===== config.mk =====
export PLATFORM = sky130hd
export DESIGN_NAME = id_stage_pipe
export DESIGN_NICKNAME = d
export VERILOG_FILES = /design/src/rtl/id_stage_pipe.sv
export SDC_FILE = /design/constraint.sdc
export NUM_CORES = 2
export LEC_CHECK = 0
export CORE_MARGIN = 2
export CORE_UTILIZATION = 40
export CTS_CLUSTER_SIZE = 25
export DETAILED_ROUTE_END_ITERATION = 10
export GPL_TIMING_DRIVEN = 1
export SYNTH_ARGS = -nofsm -noshare
export SYNTH_HDL_FRONTEND = slang
export SYNTH_SLANG_ARGS = --single-unit

===== constraint.sdc =====
create_clock -name clk -period 4.85 [get_ports clk]
set_clock_uncertainty 0.15 [all_clocks]
set_input_delay 1.2125 -clock clk [delete_from_list [all_inputs] [get_ports clk]]
set_output_delay 1.2125 -clock clk [all_outputs]
set_load 0.01 [all_outputs]

===== src/rtl/id_stage_pipe.sv =====
// rtl/id_stage_pipe.sv - pipelined decode stage: register file, immediates, load-use hazard, ID/EX register
module id_stage_pipe #(
  parameter int XLEN     = 32,
  parameter int BYPASS   = 1,
  parameter int RF_RESET = 1
) (
  input  logic            clk,
  input  logic            n_rst,
  input  logic            in_valid,
  output logic            in_ready,
  input  logic [31:0]     instr,
  input  logic [XLEN-1:0] curr_pc_in,
  input  logic [XLEN-1:0] pc_plus_4_in,
  input  logic            reg_write,
  input  logic            mem_read,
  input  logic [2:0]      imm_src,
  input  logic            ex_mem_read,
  input  logic [4:0]      ex_rd,
  input  logic            wb_we,
  input  logic [4:0]      wb_rd,
  input  logic [XLEN-1:0] wb_data,
  input  logic            flush,
  input  logic            ex_ready,
  output logic            out_valid,
  output logic [XLEN-1:0] out_rd1,
  output logic [XLEN-1:0] out_rd2,
  output logic [XLEN-1:0] out_imm,
  output logic [XLEN-1:0] out_pc,
  output logic [XLEN-1:0] out_pc_plus_4,
  output logic [4:0]      out_rs1,
  output logic [4:0]      out_rs2,
  output logic [4:0]      out_rd,
  output logic            out_reg_write,
  output logic            out_mem_read,
  output logic            hazard_stall
);

  logic [4:0]      rs1;
  logic [4:0]      rs2;
  logic [4:0]      rd;
  logic            wb_hit;
  logic [XLEN-1:0] rd1_val;
  logic [XLEN-1:0] rd2_val;
  logic [31:0]     imm32;
  logic [XLEN-1:0] imm_val;
  logic            hazard;
  logic            advance;
  logic            load;

  // x0 has no storage; reads of address 0 are forced to zero below
  logic [XLEN-1:0] rf_mem [1:31];

  assign rs1    = instr[19:15];
  assign rs2    = instr[24:20];
  assign rd     = instr[11:7];
  assign wb_hit = wb_we & (wb_rd != 5'd0);

  generate
    if (RF_RESET != 0) begin : g_rf_rst
      always_ff @(posedge clk or negedge n_rst) begin
        if (!n_rst) begin
          for (int i = 1; i < 32; i++) rf_mem[i] <= '0;
        end else if (wb_hit) begin
          rf_mem[wb_rd] <= wb_data;
        end
      end
    end else begin : g_rf_norst
      always_ff @(posedge clk) begin
        if (wb_hit) rf_mem[wb_rd] <= wb_data;
      end
    end
  endgenerate

  always_comb begin
    rd1_val = '0;
    if (rs1 != 5'd0)
      rd1_val = (BYPASS != 0 && wb_hit && wb_rd == rs1) ? wb_data : rf_mem[rs1];
  end

  always_comb begin
    rd2_val = '0;
    if (rs2 != 5'd0)
      rd2_val = (BYPASS != 0 && wb_hit && wb_rd == rs2) ? wb_data : rf_mem[rs2];
  end

  // Build the 32-bit signed immediate first, then widen to XLEN by sign extension
  always_comb begin
    imm32 = '0;
    case (imm_src)
      3'b000:  imm32 = {{20{instr[31]}}, instr[31:20]};
      3'b001:  imm32 = {{20{instr[31]}}, instr[31:25], instr[11:7]};
      3'b010:  imm32 = {{19{instr[31]}}, instr[31], instr[7], instr[30:25], instr[11:8], 1'b0};
      3'b011:  imm32 = {instr[31:12], 12'b0};
      3'b100:  imm32 = {{11{instr[31]}}, instr[31], instr[19:12], instr[20], instr[30:21], 1'b0};
      default: imm32 = '0;
    endcase
  end

  assign imm_val = XLEN'($signed(imm32));

  // Conservative: rs2 is compared even for formats that do not read it
  assign hazard       = in_valid & ex_mem_read & (ex_rd != 5'd0) & ((ex_rd == rs1) | (ex_rd == rs2));
  assign hazard_stall = hazard;
  assign advance      = ex_ready | ~out_valid;
  assign in_ready     = flush | (advance & ~hazard);
  assign load         = ~flush & advance & in_valid & ~hazard;

  always_ff @(posedge clk or negedge n_rst) begin
    if (!n_rst) begin
      out_valid     <= 1'b0;
      out_rd1       <= '0;
      out_rd2       <= '0;
      out_imm       <= '0;
      out_pc        <= '0;
      out_pc_plus_4 <= '0;
      out_rs1       <= '0;
      out_rs2       <= '0;
      out_rd        <= '0;
      out_reg_write <= 1'b0;
      out_mem_read  <= 1'b0;
    end else if (flush) begin
      out_valid <= 1'b0;
    end else if (load) begin
      out_valid     <= 1'b1;
      out_rd1       <= rd1_val;
      out_rd2       <= rd2_val;
      out_imm       <= imm_val;
      out_pc        <= curr_pc_in;
      out_pc_plus_4 <= pc_plus_4_in;
      out_rs1       <= rs1;
      out_rs2       <= rs2;
      out_rd        <= rd;
      out_reg_write <= reg_write;
      out_mem_read  <= mem_read;
    end else if (advance) begin
      out_valid <= 1'b0;
    end
  end

endmodule


==> reports/summary.log <==
qor: setup_path.timing.critical_path.required 3.49 ns
qor: synth.syn-num-nets 4566
qor: setup_path.criticalPathCategory in2out
qor: clock_tree.clock-root-buffer sky130_fd_sc_hd__clkbuf_16
qor: place.post_dp_cell_area 66400 sq um
qor: synth.ys_seq_elements 1170
qor: route.wire_per_inst 29.8 microns
qor: sta.setup_viol 0
qor: route.vias 41.4k
qor: route.postRouteWirelength 201000 microns
qor: setup_path.largest_fanout_on_the_critical_path 3
qor: place.final_wtd_congestion 0.857
qor: synth.synthFlopType sky130_fd_sc_hd__dfrtp_1
qor: synth.synth-edff-count 0
qor: clock_tree.cts-buffers-inserted 135
qor: synth.synth.yosys.warnings 0
qor: layout.filler_cell_count 13.2k
qor: floorplan.core_ar 150000 sq um
qor: setup_path.critPathArrivalTime 3.36 ns
qor: layout.final_area 71000 sq um
qor: grt.grt_first_pass_wirelength 295000 microns
qor: floorplan.floorplan.io_pins 330
qor: sta.finalCriticalPeriod 4.72 ns
qor: clock_tree.clock_tree.buffer_depth 3
qor: synth.syn_inst 4416
qor: setup_path.worstPathCellList clkdlybuf4s50_1 > buf_6 > xor2_4 > buf_4 > nor3_1 > a22oi_2 > buf_6 > buf_4 > nor2_1 > dlygate4sd2_1
qor: synth.synth.lib_cells_used.distinct 59
qor: synth.ys_async_sr_fraction 100%
qor: place.dp_cells 6503
qor: clock_tree.tritoncts_num_sinks 1170
qor: place.detailedPlacementHpwl 124000 microns
qor: sta.worst_pin_slew 1.23 ns
qor: setup_path.slowest_stage sky130_fd_sc_hd__clkdlybuf4s50_1
qor: floorplan.die_height 392 microns
qor: run.max-cap-violations 0
qor: setup_path.cp_slowest_stage_delay 0.42 ns
qor: power_and_ir_drop.comb_power_share 20.8%
qor: sta.unrepaired_setup_endpoints_after_global_routing false
qor: route.drt_drc_violations_left 0
qor: grt.globalRouteOverflowTotal 0
qor: layout.post_route_cells_drive_above_1_share 40.4%
qor: power_and_ir_drop.power.share.sequential 44.1%
qor: layout.finish.cell_count_without_fillers 6746
qor: power_and_ir_drop.switching_share_of_power 27.9%
qor: sta.hold_viol 0
qor: synth.ys_seq_area_share 48.5%
qor: grt.grt_usage 26.2%
qor: power_and_ir_drop.switchingPower 8260 uW
qor: power_and_ir_drop.ir_worst_vdd 0.315 mV
qor: layout.layout.nets 4774
qor: grt.antenna_found_initial 14
qor: clock_tree.tritoncts_clock_tree yes
qor: layout.most-common-layout-cells sky130_fd_sc_hd__dfrtp_1 (1170), sky130_fd_sc_hd__mux2_2 (1041), sky130_fd_sc_hd__mux4_2 (379)
qor: synth.syn_area 60300 sq um
qor: clock_tree.ctsHtreeMaxLevel 4
qor: layout.flow.area_growth_from_synthesis 17.6%
qor: hold_path.hold_path.class in2async
qor: clock_tree.worstSkewPairLatency 0.80 ns
qor: sta.slew_violations 0
qor: route.final_antenna_net_count 0
qor: power_and_ir_drop.p_leak 0.0302 uW
qor: grt.grt_start_max_net_pins 144
qor: setup_path.setup.worst_path.start_class input port
qor: floorplan.initial_core_util 40.3%
qor: place.numPortBuffers 322
qor: sta.maxSlewHeadroom 18.1%
qor: power_and_ir_drop.p_per_area 418 nW/um^2
qor: sta.hold-worst-slack 0.177 ns
qor: floorplan.die-width 392 microns
qor: layout.layout.cells.most_common sky130_fd_sc_hd__dfrtp_1
qor: floorplan.row_count 142
qor: route.drt_pass_1_iters 5
qor: clock_tree.path_clk_slew 0.06 ns
qor: clock_tree.cts_hold_buf 0
qor: grt.first_global_vias 42.0k
qor: sta.share_of_the_clock_period_used_by_the_worst_path 97.3%
qor: route.first_iter_violations 3586
qor: synth.syn_avg_cell_area 13.7 sq um
qor: setup_path.crit_end_element output pin
qor: sta.max_freq 212 MHz
qor: power_and_ir_drop.power.clock.fraction 35.2%
qor: outcome.status finished, final reports clean
qor: power_and_ir_drop.intPower 21400 uW
qor: clock_tree.cts_post_setup_buffers_inserted 0
qor: route.avgViaCountPerCell 6.13
qor: floorplan.die_footprint 154000 sq um
[registers in the layout (all words and copies together) (netlist names)]
name	count
out_imm	32
out_mem_read	1
out_pc	32
out_pc_plus_4	32
out_rd	5
out_rd1	32
out_rd2	32
out_reg_write	1
out_rs1	5
out_rs2	5
out_valid	1
rf_mem	992
[cell type report]
type | count | area, sq um | share of cell area [%]
Clock buffer | 195 | 3970 | 5.59
Antenna cell | 6 | 15.0 | 0.0212
Clock inverter | 42 | 544 | 0.767
Inverter | 12 | 46.3 | 0.0652
Tap cell | 2016 | 2520 | 3.55
Timing Repair Buffer | 528 | 5400 | 7.60
Multi-Input combinational cell | 2777 | 29200 | 41.2
Sequential cell | 1170 | 29300 | 41.2
[power by group through the flow]
stage | logic, uW | registers, uW | clock network, uW
5_1_grt | 6650 | 13300 | 11100
3_5_place_dp | 6160 | 13200 | 0
3_3_place_gp | 6060 | 13100 | 0
6_report | 6160 | 13100 | 10400
2_1_floorplan | 4070 | 12800 | 0
4_1_cts | 6190 | 13000 | 10700
[cell usage after synthesis, types with 2 or more instances]
master	number	area, sq um
sky130_fd_sc_hd__buf_12	3	60.1
sky130_fd_sc_hd__and2b_1	2	15.0
sky130_fd_sc_hd__mux2i_1	162	1620
sky130_fd_sc_hd__and3b_1	2	17.5
sky130_fd_sc_hd__xnor2_1	4	35.0
sky130_fd_sc_hd__a22o_1	15	131
sky130_fd_sc_hd__o211ai_1	22	165
sky130_fd_sc_hd__a221o_1	53	531
sky130_fd_sc_hd__a211oi_1	25	188
sky130_fd_sc_hd__o31ai_1	10	75.1
sky130_fd_sc_hd__nor3_2	2	20.0
sky130_fd_sc_hd__buf_2	128	641
sky130_fd_sc_hd__clkbuf_1	239	897
sky130_fd_sc_hd__dfrtp_1	1170	29300
sky130_fd_sc_hd__a21oi_1	45	225
sky130_fd_sc_hd__o22ai_1	24	150
sky130_fd_sc_hd__nor2_1	75	282
sky130_fd_sc_hd__a2111oi_0	9	78.8
sky130_fd_sc_hd__or2_2	2	12.5
sky130_fd_sc_hd__nor3_1	4	20.0
sky130_fd_sc_hd__a31oi_1	3	18.8
sky130_fd_sc_hd__mux4_2	379	8540
sky130_fd_sc_hd__a2111oi_1	18	180
sky130_fd_sc_hd__nand2b_1	6	37.5
sky130_fd_sc_hd__buf_4	31	233
sky130_fd_sc_hd__nand4_1	52	325
sky130_fd_sc_hd__nor2b_1	9	56.3
sky130_fd_sc_hd__mux2_2	1041	11700
sky130_fd_sc_hd__a32oi_1	11	96.3
sky130_fd_sc_hd__a22oi_1	109	818
sky130_fd_sc_hd__buf_6	5	56.3
sky130_fd_sc_hd__a32o_1	30	300
sky130_fd_sc_hd__o221ai_1	9	78.8
sky130_fd_sc_hd__nand3b_1	6	45.0
sky130_fd_sc_hd__inv_1	12	45.0
sky130_fd_sc_hd__and2_1	54	338
sky130_fd_sc_hd__a2111oi_2	3	45.0
sky130_fd_sc_hd__nand3_1	27	135
sky130_fd_sc_hd__nor3b_1	4	30.0
sky130_fd_sc_hd__a221oi_1	17	149
sky130_fd_sc_hd__xor2_1	17	149
sky130_fd_sc_hd__o21ai_0	217	1090
sky130_fd_sc_hd__buf_1	51	191
sky130_fd_sc_hd__and2_0	4	25.0
sky130_fd_sc_hd__nand2_1	291	1090
[per-stage QoR]
stage               utilization, %  TNS [ns]  worst slack, ns  power, uW
finish                        47.4         0            0.131      29700
global route                  47.4         0           0.0690      31000
CTS                           47.4    -0.111           -0.111      29900
detailed placement            44.3    -0.782           -0.413      19300
global placement              44.3    -0.911           -0.480      19100
floorplan                        -         0             1.32      16900
[final timing paths]
path | startpoint | end | slack [ns] | depth (start not counted)
min | n_rst | rf_mem[601] | 0.18 | 1
min in group clk | out_imm[25] | out_imm[25] | 0.33 | 2
max in group asynchronous | n_rst | rf_mem[616] | 3.06 | 2
max reg2reg | rf_mem[532] | out_rd1[20] | 2.49 | 5
max | ex_rd[0] | hazard_stall | 0.13 | 10
min reg2reg | out_imm[25] | out_imm[25] | 0.33 | 2
[layer usage]
metal	vias to the layer above	routed length, microns	global-route usage (%)
li1	17232	-	-
met1	21949	85900	36.3
met2	1805	89400	39.5
met3	390	18900	7.06
met4	10	6590	9.16
met5	-	69	0
[kinds of logic after synthesis]
group	after synthesis	share of synthesized area, %
muxes	1582	36.3
AOI/OAI and AO/OA	627	7.25
DFF	1170	48.5
xor gates and xnor gates	21	0.305
and+or+nand+nor	547	4.15
buffers and inverters	469	3.52
[critical path: cells and delay by family]
family          cells  cell delay [ns]
simple gates        2             0.39
buf+inv             6             1.36
compound gates      1             0.17
xor+xnor            1             0.19
[what timing repair did]
| action | in CTS | in global routing |
|---|---|---|
| cloned | 0 | 0 |
| endpoints found under the setup margin | 2 | 1 |
| resized for setup | 4 | 4 |
| pin swaps | 0 | 1 |
(Power assumes the default switching activity.)
